### src/rtl/life_hud_ctrl.sv
`default_nettype none
// ============================================================================
//  Module      : life_hud_ctrl
//  Description : Lives counter, game-over flag and life-icon HUD sequencer.
//                Drives the life-icon sprite ROM address from DrawX/DrawY,
//                aligns the ROM output with a hit flag and produces a keyed
//                HUD pixel for the colour mapper. Plays a blink animation on
//                the lost icon while the player is invulnerable after a hit.
//
//  Ports       : Clk, Reset       - clock, synchronous active-high reset
//                DrawX, DrawY     - current VGA pixel coordinate
//                frame_tick       - one pulse per frame
//                game_start       - (re)start with START_LIVES
//                life_lost        - player hit pulse
//                life_gain        - extra life pulse
//                rom_addr         - sprite ROM read address (1-cycle ROM)
//                rom_data         - sprite ROM colour
//                pixel_on         - HUD pixel opaque
//                pixel_rgb        - HUD pixel colour (0 when not opaque)
//                lives            - current lives
//                game_over        - high in OVER
//                hit_busy         - high while the hit blink plays
//
//  Revision    : 1.0 - initial release
// ============================================================================
module life_hud_ctrl #(
    parameter int          ICON_W       = 40,
    parameter int          ICON_H       = 39,
    parameter int          HUD_X        = 16,
    parameter int          HUD_Y        = 8,
    parameter int          GAP          = 4,
    parameter int          MAX_LIVES    = 5,
    parameter int          START_LIVES  = 3,
    parameter int          BLINK_FRAMES = 32,
    parameter logic [23:0] TRANSPARENT  = 24'hffffff
) (
    input  logic        Clk,
    input  logic        Reset,
    input  logic [9:0]  DrawX,
    input  logic [9:0]  DrawY,
    input  logic        frame_tick,
    input  logic        game_start,
    input  logic        life_lost,
    input  logic        life_gain,
    output logic [10:0] rom_addr,
    input  logic [23:0] rom_data,
    output logic        pixel_on,
    output logic [23:0] pixel_rgb,
    output logic [2:0]  lives,
    output logic        game_over,
    output logic        hit_busy
);

    // ------------------------------------------------------------------------
    // Constants
    // ------------------------------------------------------------------------
    localparam int c_pitch   = ICON_W + GAP;
    // Blink counter needs at least bit 2 for the 4-frame toggle.
    localparam int c_blink_w = ($clog2(BLINK_FRAMES) > 3) ? $clog2(BLINK_FRAMES) : 3;

    localparam logic [c_blink_w-1:0] c_blink_last = c_blink_w'(BLINK_FRAMES - 1);
    localparam logic [2:0]           c_start      = 3'(START_LIVES);
    localparam logic [2:0]           c_max        = 3'(MAX_LIVES);

    localparam logic [1:0] c_st_idle = 2'd0;
    localparam logic [1:0] c_st_play = 2'd1;
    localparam logic [1:0] c_st_hit  = 2'd2;
    localparam logic [1:0] c_st_over = 2'd3;

    // ------------------------------------------------------------------------
    // Game state machine
    // ------------------------------------------------------------------------
    logic [1:0]           r_state;
    logic [1:0]           w_state_nxt;
    logic [2:0]           r_lives;
    logic [2:0]           w_lives_nxt;
    logic [c_blink_w-1:0] r_blink;
    logic [c_blink_w-1:0] w_blink_nxt;
    logic                 w_game_over;
    logic                 w_hit_busy;

    // State register
    always_ff @(posedge Clk) begin
        if (Reset) begin
            r_state <= c_st_idle;
            r_lives <= 3'd0;
            r_blink <= '0;
        end else begin
            r_state <= w_state_nxt;
            r_lives <= w_lives_nxt;
            r_blink <= w_blink_nxt;
        end
    end

    // Next-state logic. A restart wins over every other event in any state.
    always_comb begin
        w_state_nxt = r_state;
        w_lives_nxt = r_lives;
        w_blink_nxt = r_blink;

        if (game_start) begin
            w_state_nxt = c_st_play;
            w_lives_nxt = c_start;
            w_blink_nxt = '0;
        end else begin
            case (r_state)
                c_st_play: begin
                    // Simultaneous hit and pickup cancel each other out.
                    if (life_lost && !life_gain) begin
                        if (r_lives != 3'd0) begin
                            w_lives_nxt = r_lives - 3'd1;
                            w_blink_nxt = '0;
                            w_state_nxt = c_st_hit;
                        end
                    end else if (life_gain && !life_lost) begin
                        if (r_lives < c_max) begin
                            w_lives_nxt = r_lives + 3'd1;
                        end
                    end
                end
                c_st_hit: begin
                    // Hits and pickups are ignored while blinking.
                    if (frame_tick) begin
                        if (r_blink == c_blink_last) begin
                            w_state_nxt = (r_lives == 3'd0) ? c_st_over : c_st_play;
                        end else begin
                            w_blink_nxt = r_blink + 1'b1;
                        end
                    end
                end
                default: begin
                end
            endcase
        end
    end

    // State-decoded outputs
    always_comb begin
        w_game_over = 1'b0;
        w_hit_busy  = 1'b0;
        case (r_state)
            c_st_over: w_game_over = 1'b1;
            c_st_hit:  w_hit_busy  = 1'b1;
            default: begin
            end
        endcase
    end

    assign lives     = r_lives;
    assign game_over = w_game_over;
    assign hit_busy  = w_hit_busy;

    // ------------------------------------------------------------------------
    // Stage 1: per-slot hit test and ROM address generation
    // ------------------------------------------------------------------------
    logic [9:0]  w_row;
    logic        w_in_y;
    logic        w_slot_hit  [MAX_LIVES];
    logic [10:0] w_slot_addr [MAX_LIVES];
    logic        w_hit;
    logic [10:0] w_addr;

    assign w_row  = DrawY - 10'(HUD_Y);
    assign w_in_y = (DrawY >= 10'(HUD_Y)) && (DrawY <= 10'(HUD_Y + ICON_H - 1));

    for (genvar i = 0; i < MAX_LIVES; i++) begin : g_slot
        localparam int         c_base = HUD_X + i * c_pitch;
        localparam logic [2:0] c_idx  = 3'(i);

        logic [9:0] w_col;
        logic       w_in_x;
        logic       w_vis;

        assign w_col  = DrawX - 10'(c_base);
        assign w_in_x = (DrawX >= 10'(c_base)) && (DrawX <= 10'(c_base + ICON_W - 1));

        // Slots below the life count are always shown; the slot of the life
        // just lost is shown on even 4-frame phases of the blink.
        assign w_vis = (c_idx < r_lives) ||
                       ((r_state == c_st_hit) && (c_idx == r_lives) && !r_blink[2]);

        assign w_slot_hit[i]  = w_in_x && w_in_y && w_vis;
        assign w_slot_addr[i] = 11'(w_row) * 11'(ICON_W) + 11'(w_col);
    end

    // Slots are disjoint in x, so at most one can hit. A miss keeps the
    // previous address to avoid needless ROM address toggling.
    always_comb begin
        w_hit  = 1'b0;
        w_addr = rom_addr;
        for (int k = 0; k < MAX_LIVES; k++) begin
            if (w_slot_hit[k]) begin
                w_hit  = 1'b1;
                w_addr = w_slot_addr[k];
            end
        end
    end

    // ------------------------------------------------------------------------
    // Pipeline: stage 1 address/hit, stage 2 hit delay, stage 3 colour key
    // ------------------------------------------------------------------------
    logic        r_hit_s1;
    logic        r_hit_s2;
    logic        r_pix_on;
    logic [23:0] r_pix_rgb;
    logic [10:0] r_rom_addr;
    logic        w_opaque;

    assign w_opaque = r_hit_s2 && (rom_data != TRANSPARENT);

    always_ff @(posedge Clk) begin
        if (Reset) begin
            r_rom_addr <= 11'd0;
            r_hit_s1   <= 1'b0;
            r_hit_s2   <= 1'b0;
            r_pix_on   <= 1'b0;
            r_pix_rgb  <= 24'd0;
        end else begin
            r_rom_addr <= w_addr;
            r_hit_s1   <= w_hit;
            r_hit_s2   <= r_hit_s1;
            r_pix_on   <= w_opaque;
            r_pix_rgb  <= w_opaque ? rom_data : 24'd0;
        end
    end

    assign rom_addr  = r_rom_addr;
    assign pixel_on  = r_pix_on;
    assign pixel_rgb = r_pix_rgb;

endmodule
`default_nettype wire
### config.mk
export PLATFORM = sky130hd
export DESIGN_NAME = life_hud_ctrl
export DESIGN_NICKNAME = d
export VERILOG_FILES = /design/src/rtl/life_hud_ctrl.sv
export SDC_FILE = /design/constraint.sdc
export NUM_CORES = 1
export LEC_CHECK = 0
export CELL_PAD_IN_SITES_DETAIL_PLACEMENT = 1
export CELL_PAD_IN_SITES_GLOBAL_PLACEMENT = 2
export CORE_MARGIN = 1
export CORE_UTILIZATION = 29
export CTS_BUF_LIST = sky130_fd_sc_hd__clkbuf_4
export CTS_CLUSTER_SIZE = 8
export DETAILED_ROUTE_END_ITERATION = 10
export GPL_TIMING_DRIVEN = 0
export PLACE_DENSITY_LB_ADDON = 0.25
export SYNTH_ARGS = -nofsm -noshare
export SYNTH_HDL_FRONTEND = slang
export SYNTH_SLANG_ARGS = --single-unit
### constraint.sdc
create_clock -name Clk -period 6.2 [get_ports Clk]
set_clock_uncertainty 0.05 [all_clocks]
set_input_delay 1.55 -clock Clk [delete_from_list [all_inputs] [get_ports Clk]]
set_output_delay 1.55 -clock Clk [all_outputs]
set_load 0.02 [all_outputs]
==> out/metrics.json, run 1 <==
{
  "detail_route.iter0.violations": {"value": 116},
  "period_needed": {"value": 5.914, "unit": "ns"},
  "htree_num_levels": {"value": 2},
  "synth-seq-cells": {"value": 48},
  "run_status": {"value": "completed"},
  "synth.cell_area": {"value": 0.003392, "unit": "sq mm"},
  "grt_setup_unrepaired": {"value": "false"},
  "core_area": {"value": 0.01142, "unit": "sq mm"},
  "clk_latency": {"value": 0.36, "unit": "ns"},
  "floorplan.initialDensity": {"value": 29.71, "unit": "%"},
  "vias": {"value": 3134},
  "worstSetupEndpointType": {"value": "flop"},
  "antenna_found_initial": {"value": 0},
  "holdCritPathClass": {"value": "reg2reg"},
  "max-slew-margin-rel": {"value": 48.44, "unit": "%"},
  "yosys_warnings": {"value": 0},
  "synth_enable_flop_cells": {"value": 0},
  "wl_per_cell": {"value": 15.77, "unit": "um"},
  "ir_worst_vdd": {"value": 0.00009043, "unit": "V"},
  "share_seq_of_total_power": {"value": 43.2, "unit": "%"},
  "num_io_pins": {"value": 91},
  "clock_slew_at_the_register_clock_pins_of_the_worst_setup_and_hold_paths": {"value": 0.13, "unit": "ns"},
  "post_synth_num_cell_types": {"value": 58},
  "power_leakage": {"value": 1.816, "unit": "nW"},
  "finalNetCount": {"value": 582},
  "ratio_of_total_power_to_cell_area": {"value": 159.9, "unit": "mW/mm^2"},
  "detail_route.vias_per_cell": {"value": 4.983},
  "synth_async_sr_flop_share": {"value": 0, "unit": "%"},
  "critPathRequiredTime": {"value": 6.43, "unit": "ns"},
  "fin_crit_sh": {"value": 95.38, "unit": "%"},
  "tritoncts_num_sinks": {"value": 48},
  "timing.max_cap.violations": {"value": 0},
  "worst_slew_pin_tran": {"value": 0.7627, "unit": "ns"},
  "tritoncts_clock_tree": {"value": "yes"},
  "synth_seq_area_share": {"value": 28.33, "unit": "%"},
  "route.detailed.drc": {"value": 0},
  "hold-worst-slack": {"value": 0.4057, "unit": "ns"},
  "worstSetupStartpoint": {"value": "DrawX[4]"},
  "dominantRegCellSynth": {"value": "dfxtp_1"},
  "detailedRoute.firstPassIterationCount": {"value": 4},
  "globalplace.congestion": {"value": 0.8070},
  "numCtsBuffers": {"value": 5},
  "antenna-diode-count": {"value": 0},
  "maximum_fanout_encountered_on_the_critical_timing_path": {"value": 10},
  "mostFrequentLayoutCells": {"value": "clkdlybuf4s50_1, dfxtp_1, ha_1, nor2_1, and2_1"},
  "number_of_global_route_vias_before_repair": {"value": 3135},
  "groute.usage.overall": {"value": 16.83, "unit": "%"},
  "grt_first_pass_wirelength": {"value": 15860, "unit": "um"},
  "min-delay-start": {"value": "r_hit_s1$_SDFF_PP0_"},
  "multi_input_comb_area": {"value": 0.002282, "unit": "sq mm"},
  "globalRoute.totalOverflow": {"value": 0},
  "die_w": {"value": 110.2, "unit": "um"},
  "drv_slew": {"value": 0},
  "postLayoutCellArea": {"value": 0.004543, "unit": "sq mm"},
  "synth_to_layout_area_growth": {"value": 33.94, "unit": "%"},
  "share_comb_of_total_power": {"value": 31.4, "unit": "%"},
  "report.final.hold_viol_count": {"value": 0},
  "synth.largest_area_cell": {"value": "dfxtp_1"},
  "setup_viol": {"value": 0},
  "yosysTopAreaCellShare": {"value": 28.33, "unit": "%"},
  "power.internal": {"value": 0.0005062, "unit": "W"},
  "max_freq": {"value": 169.1, "unit": "MHz"},
  "port-buffer-count": {"value": 89},
  "synthesis.nets": {"value": 486},
  "fp.dieH": {"value": 110.2, "unit": "um"},
  "number_of_standard_cells_after_synthesis": {"value": 389},
  "wirelength": {"value": 9921, "unit": "um"},
  "clock-root-buffer": {"value": "clkbuf_4"},
  "mostFrequentLayoutCell": {"value": "clkdlybuf4s50_1"},
  "synth_top_cells_by_area": {"value": "dfxtp_1, ha_1, and2_1, xnor2_1, nor2_1"},
  "grt_max_degree": {"value": 16},
  "critPathArrivalTime": {"value": 6.14, "unit": "ns"},
  "nFillCells": {"value": 1360},
  "post_route_cells_drive_above_1_share": {"value": 3.704, "unit": "%"},
  "die-area": {"value": 0.01213, "unit": "sq mm"},
  "fin_total_pwr": {"value": 0.0007266, "unit": "W"},
  "synthesis.area_per_instance": {"value": 8.720, "unit": "sq um"},
  "critPathKind": {"value": "in2reg"},
  "hpwl": {"value": 8310, "unit": "um"},
  "maximum_clock_insertion_buffer_count": {"value": 2},
  "route.antenna.remaining_nets": {"value": 0},
  "rr_startpoint": {"value": "lives[0]$_SDFFE_PP0P_"},
  "switching_power": {"value": 0.0002204, "unit": "W"},
  "power.share.switching": {"value": 30.33, "unit": "%"},
  "pwr-share-clk": {"value": 25.4, "unit": "%"},
  "seq_area": {"value": 960.9, "unit": "sq um"},
  "cts_post_setup_buffers_inserted": {"value": 0},
  "startpoint_type": {"value": "input port"},
  "core.rowCount": {"value": 39},
  "post_dp_cell_area": {"value": 0.004462, "unit": "sq mm"}
}
## Yosys cell counts, drive strengths merged (3+ instances only)
library cell  instances
dfxtp                48
ha                   45
nor2                 38
and2                 27
inv                  25
nand2                18
xnor2                17
a21oi                16
mux2i                12
o21ai                12
nand4                11
nand3                 9
a211oi                8
a21o                  8
clkbuf                8
nor3                  8
nor2b                 7
nor3b                 6
xor2                  6
a31oi                 4
buf                   4
a221o                 3
a22oi                 3
a311oi                3
a41o                  3
nand2b                3
## flip-flops by register name, indices dropped and copies added (netlist names)
signal and flops:
lives 3, r_hit_s1 1, r_hit_s2 1, r_state 2, rom_addr 11, pixel_on 1
r_blink 5, pixel_rgb 24
## timing repair
item,4_1_cts,5_1_grt
setup endpoints to repair,0,2
hold buffers,0,0
resized for setup,0,2
## final timing paths
path	endpoint	slack, ns	depth (start not counted)
min	r_hit_s2$_SDFF_PP0_	0.41	1
min reg2reg	r_hit_s2$_SDFF_PP0_	0.41	1
max reg2reg	rom_addr[10]$_SDFFE_PP0P_	1.92	15
max	rom_addr[10]$_SDFFE_PP0P_	0.29	16
## cell type report
cell class,count,area share [%]
buffer,12,1.239
sequential,48,21.15
clock inverter,3,0.9364
inverter,25,2.066
timing repair buffer,89,19.61
tap,143,3.938
multi-input combinational,304,50.23
clock buffer,5,0.8262
## layer usage
layer	track usage (%)	share of wire, %
met1	21.28	46
met4	3.571	0.90
met2	30.36	50
met3	2.234	2.9
met5	0	0
## metrics by stage
step | setup slack (ns) | std cells | utilization [%] | TNS [ns]
floorplan | 1.112 | 389 | - | 0
global placement | -0.03174 | 621 | 39.08 | -0.03174
detailed placement | -0.1466 | 621 | 39.08 | -0.1466
CTS | 0.2423 | 629 | 39.78 | 0
global route | 0.003541 | 629 | 39.79 | 0
finish | 0.2865 | 629 | 39.79 | 0
## kinds of logic (layout without fill, tap and decap cells)
logic type	Yosys count	in the layout	synth area share, %
buffers and inverters	37	134	4.389
AO/OA/AOI/OAI	78	78	16.49
adder cells (fa/ha/maj)	47	47	17.78
flip-flops	48	48	28.33
multiplexers	12	12	3.541
XOR/XNOR	23	23	5.939
AND/OR/NAND/NOR	144	144	23.53
## power by group through the flow
stage	combinational, W	sequential, W	clock, W
floorplan	0.000144	0.000322	0
global placement	0.000224	0.000321	0
detailed placement	0.000230	0.000321	0
CTS	0.000232	0.000314	0.000193
global route	0.000258	0.000315	0.000209
finish	0.000228	0.000314	0.000185
## worst max-delay path: stages
cell and delay [ns]:
clkdlybuf4s50_1 0.71, inv_1 0.21, ha_1 0.29, a21o_1 0.21
a221o_1 0.35, a21o_1 0.24, clkbuf_1 0.25, nor2b_1 0.24
a311oi_1 0.49, ha_1 0.33, a21o_1 0.17, a211oi_1 0.27
nor2_1 0.12, o41ai_1 0.36, xnor2_1 0.13, a211oi_1 0.22
No activity file was read; power rests on OpenSTA's default activity.
==> inputs of run 2 (changes only) <==
--- a/config.mk
+++ b/config.mk
@@ -7,11 +7,12 @@
 export LEC_CHECK = 0
 export CELL_PAD_IN_SITES_DETAIL_PLACEMENT = 1
 export CELL_PAD_IN_SITES_GLOBAL_PLACEMENT = 2
-export CORE_MARGIN = 1
-export CORE_UTILIZATION = 29
+export CORE_MARGIN = 1.5
+export CORE_UTILIZATION = 39
 export CTS_BUF_LIST = sky130_fd_sc_hd__clkbuf_4
 export CTS_CLUSTER_SIZE = 8
 export DETAILED_ROUTE_END_ITERATION = 10
+export DONT_BUFFER_PORTS = 1
 export GPL_TIMING_DRIVEN = 0
 export PLACE_DENSITY_LB_ADDON = 0.25
 export SYNTH_ARGS = -nofsm -noshare
==> run 2 against run 1 <==
Net effect:
- first-iteration DRC count shrank 37%
- hold slack better by 0.0044 ns
- sequential power about the same
- critical path depth is the same
- critical endpoint unchanged
- sequential cell count unchanged
- global-route usage up 1.8 points
- cell area fell by 21%
- largest power group unchanged
- total power fell by 13%
- clock power shrank 24%
- die area down 24%
- final cell count down 20%
==> out/metrics.json, run 2 (same netlist as run 1, synthesis figures left out) <==
{
  "utilization": {"value": 42.92, "unit": "%", "change": "+3.1 points"},
  "critPathKind": {"value": "in2reg"},
  "postLayoutCellArea": {"value": 0.003580, "unit": "sq mm", "change": "-21%"},
  "maximum_clock_insertion_buffer_count": {"value": 2, "change": "unchanged"},
  "hpwl": {"value": 7184, "unit": "um", "change": "-14%"},
  "ctsResizeCount": {"value": 0, "change": "unchanged"},
  "hold-worst-slack": {"value": 0.4101, "unit": "ns", "change": "+0.004408 ns"},
  "ratio_of_total_power_to_cell_area": {"value": 177.5, "unit": "mW/mm^2", "change": "+11%"},
  "die-area": {"value": 0.009266, "unit": "sq mm", "change": "-24%"},
  "mostFrequentLayoutCell": {"value": "dfxtp_1"},
  "groute.usage.overall": {"value": 18.65, "unit": "%", "change": "+1.8 points"},
  "finalNetCount": {"value": 493, "change": "-15%"},
  "report.final.hold_viol_count": {"value": 0, "change": "unchanged"},
  "detailedRoute.firstPassIterationCount": {"value": 4, "change": "unchanged"},
  "mostFrequentLayoutCells": {"value": "dfxtp_1, ha_1, nor2_1, and2_1, inv_1"},
  "min-delay-start": {"value": "r_hit_s1$_SDFF_PP0_"},
  "numCtsBuffers": {"value": 5, "change": "unchanged"},
  "synth_to_layout_area_growth": {"value": 5.533, "unit": "%"},
  "wl_per_cell": {"value": 17.19, "unit": "um", "change": "+9.0%"},
  "clock-root-buffer": {"value": "clkbuf_4"},
  "worstSetupEndpointType": {"value": "flop"},
  "detail_route.iter0.violations": {"value": 73, "change": "-37%"},
  "antenna-diode-count": {"value": 0, "change": "unchanged"},
  "register_to_register_setup_slack": {"value": 1.91, "unit": "ns", "change": "about the same"},
  "post_route_cells_drive_above_1_share": {"value": 4.030, "unit": "%", "change": "+0.33 points"},
  "max-slew-margin-rel": {"value": 43.70, "unit": "%", "change": "-4.7 points"},
  "hold-path-endpoint": {"value": "r_hit_s2$_SDFF_PP0_"},
  "maximum_fanout_encountered_on_the_critical_timing_path": {"value": 10, "change": "unchanged"},
  "wirelength": {"value": 8631, "unit": "um", "change": "-13%"},
  "core.rowCount": {"value": 33, "change": "-15%"},
  "worst_slew_pin_tran": {"value": 0.8328, "unit": "ns", "change": "+0.07017 ns"},
  "tritoncts_num_sinks": {"value": 48, "change": "unchanged"},
  "rr_startpoint": {"value": "lives[0]$_SDFFE_PP0P_"},
  "worst_hold_path.num_cells": {"value": 1, "change": "unchanged"},
  "setup_viol": {"value": 0, "change": "unchanged"},
  "die_w": {"value": 96.26, "unit": "um", "change": "-13%"},
  "port-buffer-count": {"value": 0, "change": "-100%"},
  "fp.dieH": {"value": 96.26, "unit": "um", "change": "-13%"},
  "period_needed": {"value": 5.370, "unit": "ns", "change": "-0.5436 ns"},
  "htree_num_levels": {"value": 2, "change": "unchanged"},
  "cts_post_setup_buffers_inserted": {"value": 0, "change": "unchanged"},
  "holdCritPathClass": {"value": "reg2reg"},
  "core_area": {"value": 0.008341, "unit": "sq mm", "change": "-27%"},
  "clk_latency": {"value": 0.36, "unit": "ns", "change": "about the same"},
  "vias": {"value": 2805, "change": "-10%"},
  "critPathArrivalTime": {"value": 5.61, "unit": "ns", "change": "-0.53 ns"},
  "number_of_global_route_vias_before_repair": {"value": 2811, "change": "-10%"},
  "power_leakage": {"value": 1.469, "unit": "nW", "change": "-19%"},
  "grt_max_degree": {"value": 16, "change": "unchanged"},
  "setup_tns": {"value": 0, "unit": "ns", "change": "unchanged"},
  "clock_slew_at_the_register_clock_pins_of_the_worst_setup_and_hold_paths": {"value": 0.13, "unit": "ns", "change": "about the same"},
  "tritoncts_clock_tree": {"value": "yes"},
  "startpoint_type": {"value": "input port"},
  "worstRegToRegCells": {"value": 16, "change": "+1"},
  "post_dp_cell_area": {"value": 0.003523, "unit": "sq mm", "change": "-21%"},
  "grt_setup_unrepaired": {"value": "false"},
  "ir_worst_vdd": {"value": 0.00006595, "unit": "V", "change": "-27%"},
  "num_io_pins": {"value": 91, "change": "unchanged"},
  "seq_area": {"value": 960.9, "unit": "sq um", "change": "unchanged"},
  "nFillCells": {"value": 1004, "change": "-26%"},
  "timing.max_cap.violations": {"value": 0, "change": "unchanged"},
  "detail_route.vias_per_cell": {"value": 5.588, "change": "+12%"},
  "multi_input_comb_area": {"value": 0.002282, "unit": "sq mm", "change": "unchanged"},
  "largest_register_ff_count": {"value": 24, "change": "unchanged"},
  "route.detailed.drc": {"value": 0, "change": "unchanged"},
  "fin_crit_sh": {"value": 86.61, "unit": "%", "change": "-8.8 points"},
  "fin_total_pwr": {"value": 0.0006352, "unit": "W", "change": "-13%"},
  "max_freq": {"value": 186.2, "unit": "MHz", "change": "+10%"},
  "globalplace.congestion": {"value": 0.8386, "change": "+3.9%"},
  "globalRoute.totalOverflow": {"value": 0, "change": "unchanged"},
  "route.antenna.remaining_nets": {"value": 0, "change": "unchanged"},
  "critPathRequiredTime": {"value": 6.44, "unit": "ns", "change": "about the same"},
  "antenna_found_initial": {"value": 0, "change": "unchanged"},
  "grt_first_pass_wirelength": {"value": 13320, "unit": "um", "change": "-16%"},
  "drv_slew": {"value": 0, "change": "unchanged"},
  "run_status": {"value": "completed"},
  "holdBufCountCts": {"value": 0, "change": "unchanged"},
  "endpoint_of_the_worst_register_to_register_path": {"value": "rom_addr[10]$_SDFFE_PP0P_"},
  "floorplan.initialDensity": {"value": 40.67, "unit": "%", "change": "+11 points"}
}
-- run 2: cell count changes in the layout (fill, tap and decap cells not counted), sizes merged --
cell | before | now
clkdlybuf4s50 | 89 | 0
bufinv | 1 | 0
clkinvlp | 1 | 2
-- run 2: per-stage QoR --
step                      std cells  setup WS (ns)
after detailed placement        494         0.4755
after floorplan                 389          1.112
after CTS                       502         0.8562
after global placement          494         0.4892
final                           502         0.8301
after global routing            502         0.4624
-- run 2: how the worst max path moves through the flow --
stage	end	slack, ns	start	cells after the start
4_1_cts	rom_addr[10]$_SDFFE_PP0P_	0.86	DrawX[5]	16
3_3_place_gp	rom_addr[10]$_SDFFE_PP0P_	0.49	DrawX[5]	16
6_report	rom_addr[10]$_SDFFE_PP0P_	0.83	DrawX[5]	16
5_1_grt	rom_addr[10]$_SDFFE_PP0P_	0.46	DrawX[5]	16
2_1_floorplan	rom_addr[10]$_SDFFE_PP0P_	1.11	DrawY[4]	17
3_5_place_dp	rom_addr[10]$_SDFFE_PP0P_	0.48	DrawX[5]	16
-- run 2: cell type report --
type	count	area share, %
Buffer	12	1.538
Clock buffer	5	1.049
Clock inverter	3	0.5243
Inverter	25	2.621
Multi-Input combinational cell	304	63.75
Sequential cell	48	26.84
Tap cell	105	3.670
-- run 2: worst max-delay path, stage by stage --
cell and delay (ns):
clkbuf_1 0.35, inv_1 0.28, ha_1 0.31, a211oi_1 0.31, nand3_1 0.15, nand3_1 0.19, buf_2 0.28, nor2b_1 0.13
a311oi_1 0.57, ha_1 0.35, a21o_1 0.17, a211oi_1 0.24, nor2_1 0.09, o41ai_1 0.30, xnor2_1 0.12, a211oi_1 0.22
-- run 2: report_power, final --
part | leakage [nW] | total (W) | internal, W | switching, W
Combinational | 1.06 | 0.000179 | 0.0000828 | 0.0000959
Clock | 0.0249 | 0.000141 | 0.0000428 | 0.0000980
Sequential | 0.387 | 0.000316 | 0.000311 | 0.00000508
-- run 2: per-layer routing --
layer | wire (um) | global-route usage, %
met3 | 420 | 2.923
met5 | 0 | 0
met4 | 81 | 4.657
met2 | 4263 | 33.74
met1 | 3865 | 22.80
